==> config.mk <==
export PLATFORM = sky130hd
export DESIGN_NAME = fifo_rd_drain_flat
export DESIGN_NICKNAME = d
export VERILOG_FILES = /design/src/rtl/fifo_rd_pkg.sv /design/src/rtl/fifo_rd_drain_if.sv /design/src/rtl/rd_skid_buf.sv /design/src/rtl/fifo_rd_drain.sv /design/src/flat_wrapper.sv
export SDC_FILE = /design/constraint.sdc
export NUM_CORES = 1
export LEC_CHECK = 0
export BUFFER_PORTS_ARGS = -buffer_cell sky130_fd_sc_hd__clkbuf_2
export CAP_MARGIN = 15
export CORE_MARGIN = 5
export CORE_UTILIZATION = 45
export CTS_CLUSTER_DIAMETER = 120
export CTS_CLUSTER_SIZE = 24
export DETAILED_ROUTE_END_ITERATION = 6
export GPL_TIMING_DRIVEN = 1
export MAX_ROUTING_LAYER = met4
export PLACE_DENSITY = 0.66
export SLEW_MARGIN = 20
export SYNTH_ARGS = -nofsm -noshare
export SYNTH_HDL_FRONTEND = slang
export SYNTH_SLANG_ARGS = --single-unit
==> constraint.sdc <==
create_clock -name rclk -period 5.8 [get_ports rclk]
set_clock_uncertainty 0.2 [all_clocks]
set_input_delay 0.58 -clock rclk [delete_from_list [all_inputs] [get_ports rclk]]
set_output_delay 0.58 -clock rclk [all_outputs]
set_load 0.01 [all_outputs]
==> src/rtl/fifo_rd_pkg.sv <==
// Shared types and constants for the FIFO read-side drain block.
//   state_e   : controller mode (idle, streaming, flushing)
//   BUF_DEPTH : entries in the output skid buffer
//   BUF_CNT_W : width of an occupancy count 0..BUF_DEPTH
package fifo_rd_pkg;

  localparam int unsigned BUF_DEPTH = 2;
  localparam int unsigned BUF_CNT_W = $clog2(BUF_DEPTH + 1);

  typedef enum logic [1:0] {
    StIdle,
    StStream,
    StFlush
  } state_e;

endpackage

==> src/rtl/fifo_rd_drain_if.sv <==
// Valid/ready stream carrying drained FIFO words with burst framing.
//   out_data  : word at the head of the stream
//   out_valid : out_data/out_last are meaningful
//   out_ready : sink accepts; transfer when out_valid && out_ready
//   out_last  : final word of a burst
// master = producer side (fifo_rd_drain), slave = consumer side.
interface fifo_rd_drain_if #(
  parameter int unsigned DATA_SIZE = 12
) ();

  logic [DATA_SIZE-1:0] out_data;
  logic                 out_valid;
  logic                 out_ready;
  logic                 out_last;

  modport master (
    output out_data,
    output out_valid,
    output out_last,
    input  out_ready
  );

  modport slave (
    input  out_data,
    input  out_valid,
    input  out_last,
    output out_ready
  );

endinterface

==> src/rtl/rd_skid_buf.sv <==
// Two-entry in-order buffer holding {last, data} words between the FIFO pop and the stream.
//   rclk, rrst : clock, synchronous active-high reset (clears storage to zero)
//   push       : write wdata at the tail
//   pop        : drop the head entry
//   clear      : empty the buffer (wins over push/pop)
//   wdata      : entry to write
//   head       : oldest entry; only changes when the buffer was empty or on pop
//   count      : occupancy 0..BUF_DEPTH
module rd_skid_buf
  import fifo_rd_pkg::*;
#(
  parameter int unsigned Width = 13
) (
  input  logic                 rclk,
  input  logic                 rrst,
  input  logic                 push,
  input  logic                 pop,
  input  logic                 clear,
  input  logic [Width-1:0]     wdata,
  output logic [Width-1:0]     head,
  output logic [BUF_CNT_W-1:0] count
);

  localparam int unsigned PtrW = $clog2(BUF_DEPTH);

  logic [Width-1:0]     mem_q [BUF_DEPTH];
  logic [PtrW-1:0]      rd_ptr_q;
  logic [PtrW-1:0]      wr_ptr;
  logic [BUF_CNT_W-1:0] count_q;

  // Depth is a power of two, so truncation gives the modulo wrap. When full, the tail
  // index aliases the head slot, which is only written together with a pop.
  assign wr_ptr = rd_ptr_q + PtrW'(count_q);
  assign head   = mem_q[rd_ptr_q];
  assign count  = count_q;

  always_ff @(posedge rclk) begin
    if (rrst) begin
      for (int i = 0; i < BUF_DEPTH; i++) begin
        mem_q[i] <= '0;
      end
      rd_ptr_q <= '0;
      count_q  <= '0;
    end else if (clear) begin
      count_q <= '0;
    end else begin
      if (push) begin
        mem_q[wr_ptr] <= wdata;
      end
      if (pop) begin
        rd_ptr_q <= rd_ptr_q + PtrW'(1);
      end
      count_q <= count_q + BUF_CNT_W'(push) - BUF_CNT_W'(pop);
    end
  end

endmodule

==> src/rtl/fifo_rd_drain.sv <==
// Read-domain consumer for the async FIFO: pops first-word-fall-through words and presents
// them as a valid/ready stream through a 2-entry skid buffer, with burst framing, a flush
// mode that discards buffered and queued words, and delivered/dropped word counters.
//   rclk, rrst        : read clock, synchronous active-high reset
//   rEmpty, rData     : FIFO empty flag and head word
//   rinc              : FIFO pop strobe (combinational)
//   en                : streaming enable
//   flush_req         : discard buffer and FIFO contents
//   strm              : output stream (out_data/out_valid/out_ready/out_last)
//   flush_busy        : high while flushing
//   pop_count         : words delivered downstream (wrapping)
//   drop_count        : words discarded by flush (wrapping)
module fifo_rd_drain
  import fifo_rd_pkg::*;
#(
  parameter int unsigned DATA_SIZE = 12,
  parameter int unsigned BURST_LEN = 4,
  parameter int unsigned CNT_W     = 16
) (
  input  logic                 rclk,
  input  logic                 rrst,
  input  logic                 rEmpty,
  input  logic [DATA_SIZE-1:0] rData,
  output logic                 rinc,
  input  logic                 en,
  input  logic                 flush_req,
  fifo_rd_drain_if.master      strm,
  output logic                 flush_busy,
  output logic [CNT_W-1:0]     pop_count,
  output logic [CNT_W-1:0]     drop_count
);

  localparam int unsigned BurstW = (BURST_LEN > 1) ? $clog2(BURST_LEN) : 1;

  state_e               state_q, state_d;
  logic [BurstW-1:0]    burst_q, burst_d;
  logic [CNT_W-1:0]     pop_q, pop_d;
  logic [CNT_W-1:0]     drop_q, drop_d;
  logic [BUF_CNT_W-1:0] buf_cnt;
  logic [DATA_SIZE:0]   head;
  logic                 xfer;
  logic                 push;
  logic                 discard;
  logic                 burst_end;

  rd_skid_buf #(
    .Width(DATA_SIZE + 1)
  ) u_skid_buf (
    .rclk  (rclk),
    .rrst  (rrst),
    .push  (push),
    .pop   (xfer),
    .clear (flush_req),
    .wdata ({burst_end, rData}),
    .head  (head),
    .count (buf_cnt)
  );

  assign strm.out_valid = (buf_cnt != '0);
  assign strm.out_data  = head[DATA_SIZE-1:0];
  assign strm.out_last  = head[DATA_SIZE];
  assign xfer           = strm.out_valid && strm.out_ready;

  assign flush_busy = (state_q == StFlush);
  assign pop_count  = pop_q;
  assign drop_count = drop_q;
  assign burst_end  = (burst_q == BurstW'(BURST_LEN - 1));

  // A pop on the flush-entry edge is treated as a discard, not a capture.
  assign discard = flush_req || (state_q == StFlush);
  assign push    = rinc && (state_q == StStream) && !flush_req;

  always_comb begin
    rinc = 1'b0;
    unique case (state_q)
      StStream: rinc = !rEmpty && ((buf_cnt < BUF_CNT_W'(BUF_DEPTH)) || xfer);
      StFlush:  rinc = !rEmpty;
      default:  rinc = 1'b0;
    endcase
  end

  always_comb begin
    state_d = state_q;
    if (flush_req) begin
      state_d = StFlush;
    end else begin
      unique case (state_q)
        StIdle:   if (en) state_d = StStream;
        StStream: if (!en) state_d = StIdle;
        StFlush:  if (rEmpty) state_d = en ? StStream : StIdle;
        default:  state_d = StIdle;
      endcase
    end
  end

  always_comb begin
    burst_d = burst_q;
    if (flush_req) begin
      burst_d = '0;
    end else if (push) begin
      burst_d = burst_end ? '0 : burst_q + BurstW'(1);
    end
  end

  always_comb begin
    pop_d  = pop_q + CNT_W'(xfer);
    drop_d = drop_q;
    // Words still buffered after this edge's transfer are lost on flush entry.
    if (flush_req) begin
      drop_d = drop_d + CNT_W'(buf_cnt) - CNT_W'(xfer);
    end
    if (rinc && discard) begin
      drop_d = drop_d + CNT_W'(1);
    end
  end

  always_ff @(posedge rclk) begin
    if (rrst) begin
      state_q <= StIdle;
      burst_q <= '0;
      pop_q   <= '0;
      drop_q  <= '0;
    end else begin
      state_q <= state_d;
      burst_q <= burst_d;
      pop_q   <= pop_d;
      drop_q  <= drop_d;
    end
  end

endmodule

==> src/flat_wrapper.sv <==
// flat-port wrapper written by rule: the top's interface ports become plain ports
module fifo_rd_drain_flat import fifo_rd_pkg::*;
#(
  parameter int unsigned DATA_SIZE = 12,
  parameter int unsigned BURST_LEN = 4,
  parameter int unsigned CNT_W     = 16
)
  (rclk, rrst, rEmpty, rData, rinc, en, flush_req, flush_busy, pop_count, drop_count, strm_out_data, strm_out_valid, strm_out_last, strm_out_ready);
  fifo_rd_drain_if #(.DATA_SIZE(DATA_SIZE)) strm_i ();
  input  logic rclk;
  input  logic rrst;
  input  logic rEmpty;
  input  logic [DATA_SIZE-1:0] rData;
  output logic rinc;
  input  logic en;
  input  logic flush_req;
  output logic flush_busy;
  output logic [CNT_W-1:0] pop_count;
  output logic [CNT_W-1:0] drop_count;
  output wire logic [$bits(strm_i.out_data)-1:0] strm_out_data;
  output wire logic [$bits(strm_i.out_valid)-1:0] strm_out_valid;
  output wire logic [$bits(strm_i.out_last)-1:0] strm_out_last;
  input wire logic [$bits(strm_i.out_ready)-1:0] strm_out_ready;
  assign strm_out_data = strm_i.out_data;
  assign strm_out_valid = strm_i.out_valid;
  assign strm_out_last = strm_i.out_last;
  assign strm_i.out_ready = strm_out_ready;
  fifo_rd_drain #(.DATA_SIZE(DATA_SIZE), .BURST_LEN(BURST_LEN), .CNT_W(CNT_W)) u_core (.rclk(rclk), .rrst(rrst), .rEmpty(rEmpty), .rData(rData), .rinc(rinc), .en(en), .flush_req(flush_req), .strm(strm_i), .flush_busy(flush_busy), .pop_count(pop_count), .drop_count(drop_count));
endmodule
==> summary.md <==
| Metric | Value |
|---|---|
| Sequential fraction of the synthesis area | roughly two fifths |
| Starting Density | between 40 and 50% |
| DR vias | ~3,300 |
| FFs w/ async S/R, synth | 0% |
| Clock Path Buffers | 2 |
| Setup tns final | 0 ns |
| Vias per inst | between 5 and 6 |
| Vias in the first global route | approximately 3,200 |
| TritonCTS clock tree | done |
| Post_cts resized | 0 |
| Synth-to-layout area growth | 15.94% |
| Post-Layout Inst Area | between 4000 and 5000 um^2 |
| Synth area leaders | dfxtp_1, edfxtp_1, ha_1 |
| Power per cell area | a little under 400 nW/um^2 |
| Area of the core | a little under 9000 um^2 |
| FF-to-FF setup slack | around 1.3 ns |
| Max cap viols | 0 |
| Post-Syn Area | 4026 um^2 |
| Placed inst area | about 4500 um^2 |
| Dpl cells | ~590 |
| Fmax | 0.2210 GHz |
| Post-DP HPWL | approximately 6600 um |
| Fill cells | 788 |
| Top cell type's share of synthesized area | just under 20% |
| TritonCTS buffer count | 9 |
| Synthesized area per cell | approximately 9.3 um^2 |
| Critical Path Sink Type | flop |
| Diodes inserted | 0 |
| # IOs | between 60 and 70 |
| Routed Antenna Nets | 0 |
| Synth Area in XOR/XNOR | approximately 6.3% |
| Clock Pin Slew Worst Setup and Hold Paths | about 0.070 ns |
| Rows | 34 |
| Largest family of logic cells by synthesized area | simple AND/OR/NAND/NOR gates |
| Worst Hold Class | reg2reg |
| DR pass1 iterations | 4 |
| Kind of start point of the critical path | flop |
| Post-synthesis compound-gate area fraction | a little over an eighth |
| Die area | approximately 11,000 um^2 |
| Syn nets | about 480 |
| # hold bufs at CTS | 0 |
| Syn. warnings | 0 |
| Final std cells w/o fill | just over 600 |
| Max-slew headroom | between 40% and 50% |
| Clk root buf | clkbuf_8 |
| Fin crit period | between 4 and 5 ns |
| Leak | between 1.5 and 2 nW |
| RD Place Congestion | just over 0.9 |
| Status | completed |
| Die span in x | ~100 um |
| Tot GR Track Use | between 10% and 20% |
| VDD IR max | between 0.15 and 0.2 mV |
| Iteration-0 DRC Markers | between 100 and 150 |
| Worst-path maximum fanout | 5 |
| Total gr overflow | 0 |
| Adder-cell share of the synthesized area | about 8.0% |
| Setup violators final | 0 |
| Post-DR wirelength/cell | about 15 um |
| Top FF cell, synth | dfxtp_1 |
| Setup bufs post-CTS | 0 |
| Antenna violations before repair | 0 |
| Worst-Margin Slew | 0.8361 ns |
| First-pass GRT wire length | about 15,000 um |
| RSZ-0062 raised after global routing | false |
| Buffers added on ports | 65 |
| DRC viols | 0 |
| Mux contribution to synthesized area | 6.401% |
| Crit path kind | reg2reg |
| Netlist cell types | 58 |
| Syn Inst Count | 434 |
| Req. time, crit path | 5.86 ns |
| Final Power | roughly 1.8 mW |
| Arr. time, crit path | 4.58 ns |
| Layout cell share with drive strength beyond 1 | 21.71% |
| Slew Limit Fails | 0 |
| Post-Route WL | roughly 9100 um |
| Biggest area consumer among synthesized cells | dfxtp_1 |
| Count of final hold-check violations | 0 |
| Htree depth | 3 |
| Synth Area in Simple Gates | a little under a quarter |
| DIE HEIGHT | around 100 um |
| Largest net degree at the start of global routing | between 40 and 50 |
| Sink Count | 66 |
| Post-synth EDFFs | 26 |
| Fin crit share | approximately four fifths |
| Synthesized flop and latch total | 66 |
| Worst skew pair latency | 0.34 ns |
| Nets | between 500 and 600 |
[power by group]
part | switching (mW) | total, mW | internal, mW | leakage (nW)
Combinational | 0.490 | 0.849 | 0.359 | 1.28
Clock | 0.187 | 0.428 | 0.241 | 0.107
Sequential | 0.0346 | 0.553 | 0.518 | 0.593
[cells by family after synthesis]
group           Yosys count
mux                      24
xor+xnor                 29
flops                    66
simple gates            174
compound gates           76
fa+ha+maj                25
buf+inv                  40
[layer usage]
metal	track usage, %	part of all wire, %	vias to the layer above
met5	-	0	-
met4	5.479	2.1	0
met3	4.131	3.2	16
met1	21.35	47	1542
met2	27.56	48	63
li1	-	-	1681
[synth_stat cells, drive strengths merged, types with 4 or more instances]
cell type / instances
nand2: 24
nor2b: 5
xor2: 12
a21o: 8
inv: 24
nand4: 5
ha: 24
and4: 5
or2: 5
a21oi: 23
mux2: 14
edfxtp: 26
o211ai: 4
clkbuf: 11
or3: 10
a31oi: 4
mux2i: 10
nor2: 49
nand2b: 8
xnor2: 17
and2: 27
nor3: 12
dfxtp: 40
nand3: 8
o21ai: 10
buf: 4
and3: 5
[layout by cell type (no fill, tap or decap), types with 10 or more instances in the layout]
master / n
and2_1: 27
nor2_1: 49
o21ai_0: 10
dfxtp_1: 40
clkbuf_2: 65
edfxtp_1: 26
or3_1: 10
mux2i_1: 10
xor2_1: 12
xnor2_1: 17
mux2_2: 14
ha_1: 24
nor3_1: 12
a21oi_1: 23
inv_1: 24
nand2_1: 24
[critical path: stages, from the launching register on]
cell	delay, ns
dfxtp_1	0.36
or2_2	0.33
nand2_1	0.14
inv_1	0.11
nand2b_1	0.16
nand2_1	0.08
ha_1	0.21
fa_1	0.41
a21o_1	0.22
a221oi_4	0.32
xnor2_1	0.16
mux2i_1	0.16
or4_4	0.58
or4_4	0.58
o31a_1	0.25
nor3_1	0.16
[registers in the layout, indices dropped and copies added, names as in the netlist, named ones only]
name                        cells
u_core.u_skid_buf.mem_q        26
u_core.u_skid_buf.count         2
u_core.u_skid_buf.rd_ptr_q      1
u_core.pop_count               16
u_core.state_q                  2
u_core.drop_count              16
u_core.burst_q                  2
[through the flow]
stage          hold slack [ns]  util [%]  setup WS [ns]
3_3_place_gp            0.2843     51.03          1.461
5_1_grt                 0.3087     53.53         0.9600
4_1_cts                 0.2956     53.53          1.277
3_5_place_dp            0.2976     51.03          1.352
2_1_floorplan           0.2676         -          1.629
6_report                0.3081     53.53          1.275
[cell type report]
class | instances | area, um^2 | share of cell area [%]
clock inverter | 7 | 93.84 | 2.010
multi-input combinational | 328 | 2298 | 49.24
tap | 108 | 135.1 | 2.895
clock buffer | 9 | 123.9 | 2.653
sequential | 66 | 1582 | 33.88
inverter | 25 | 95.09 | 2.037
timing repair buffer | 67 | 340.3 | 7.290
[final timing paths]
kind                              startpoint               endpoint  cells after the start
setup / recovery  u_core.u_skid_buf.count[0]  u_core.drop_count[14]                     15
hold / removal           u_core.pop_count[5]    u_core.pop_count[5]                      2
setup reg to reg  u_core.u_skid_buf.count[0]  u_core.drop_count[14]                     15
hold reg to reg          u_core.pop_count[5]    u_core.pop_count[5]                      2
No activity file was read; power rests on OpenSTA's default activity.
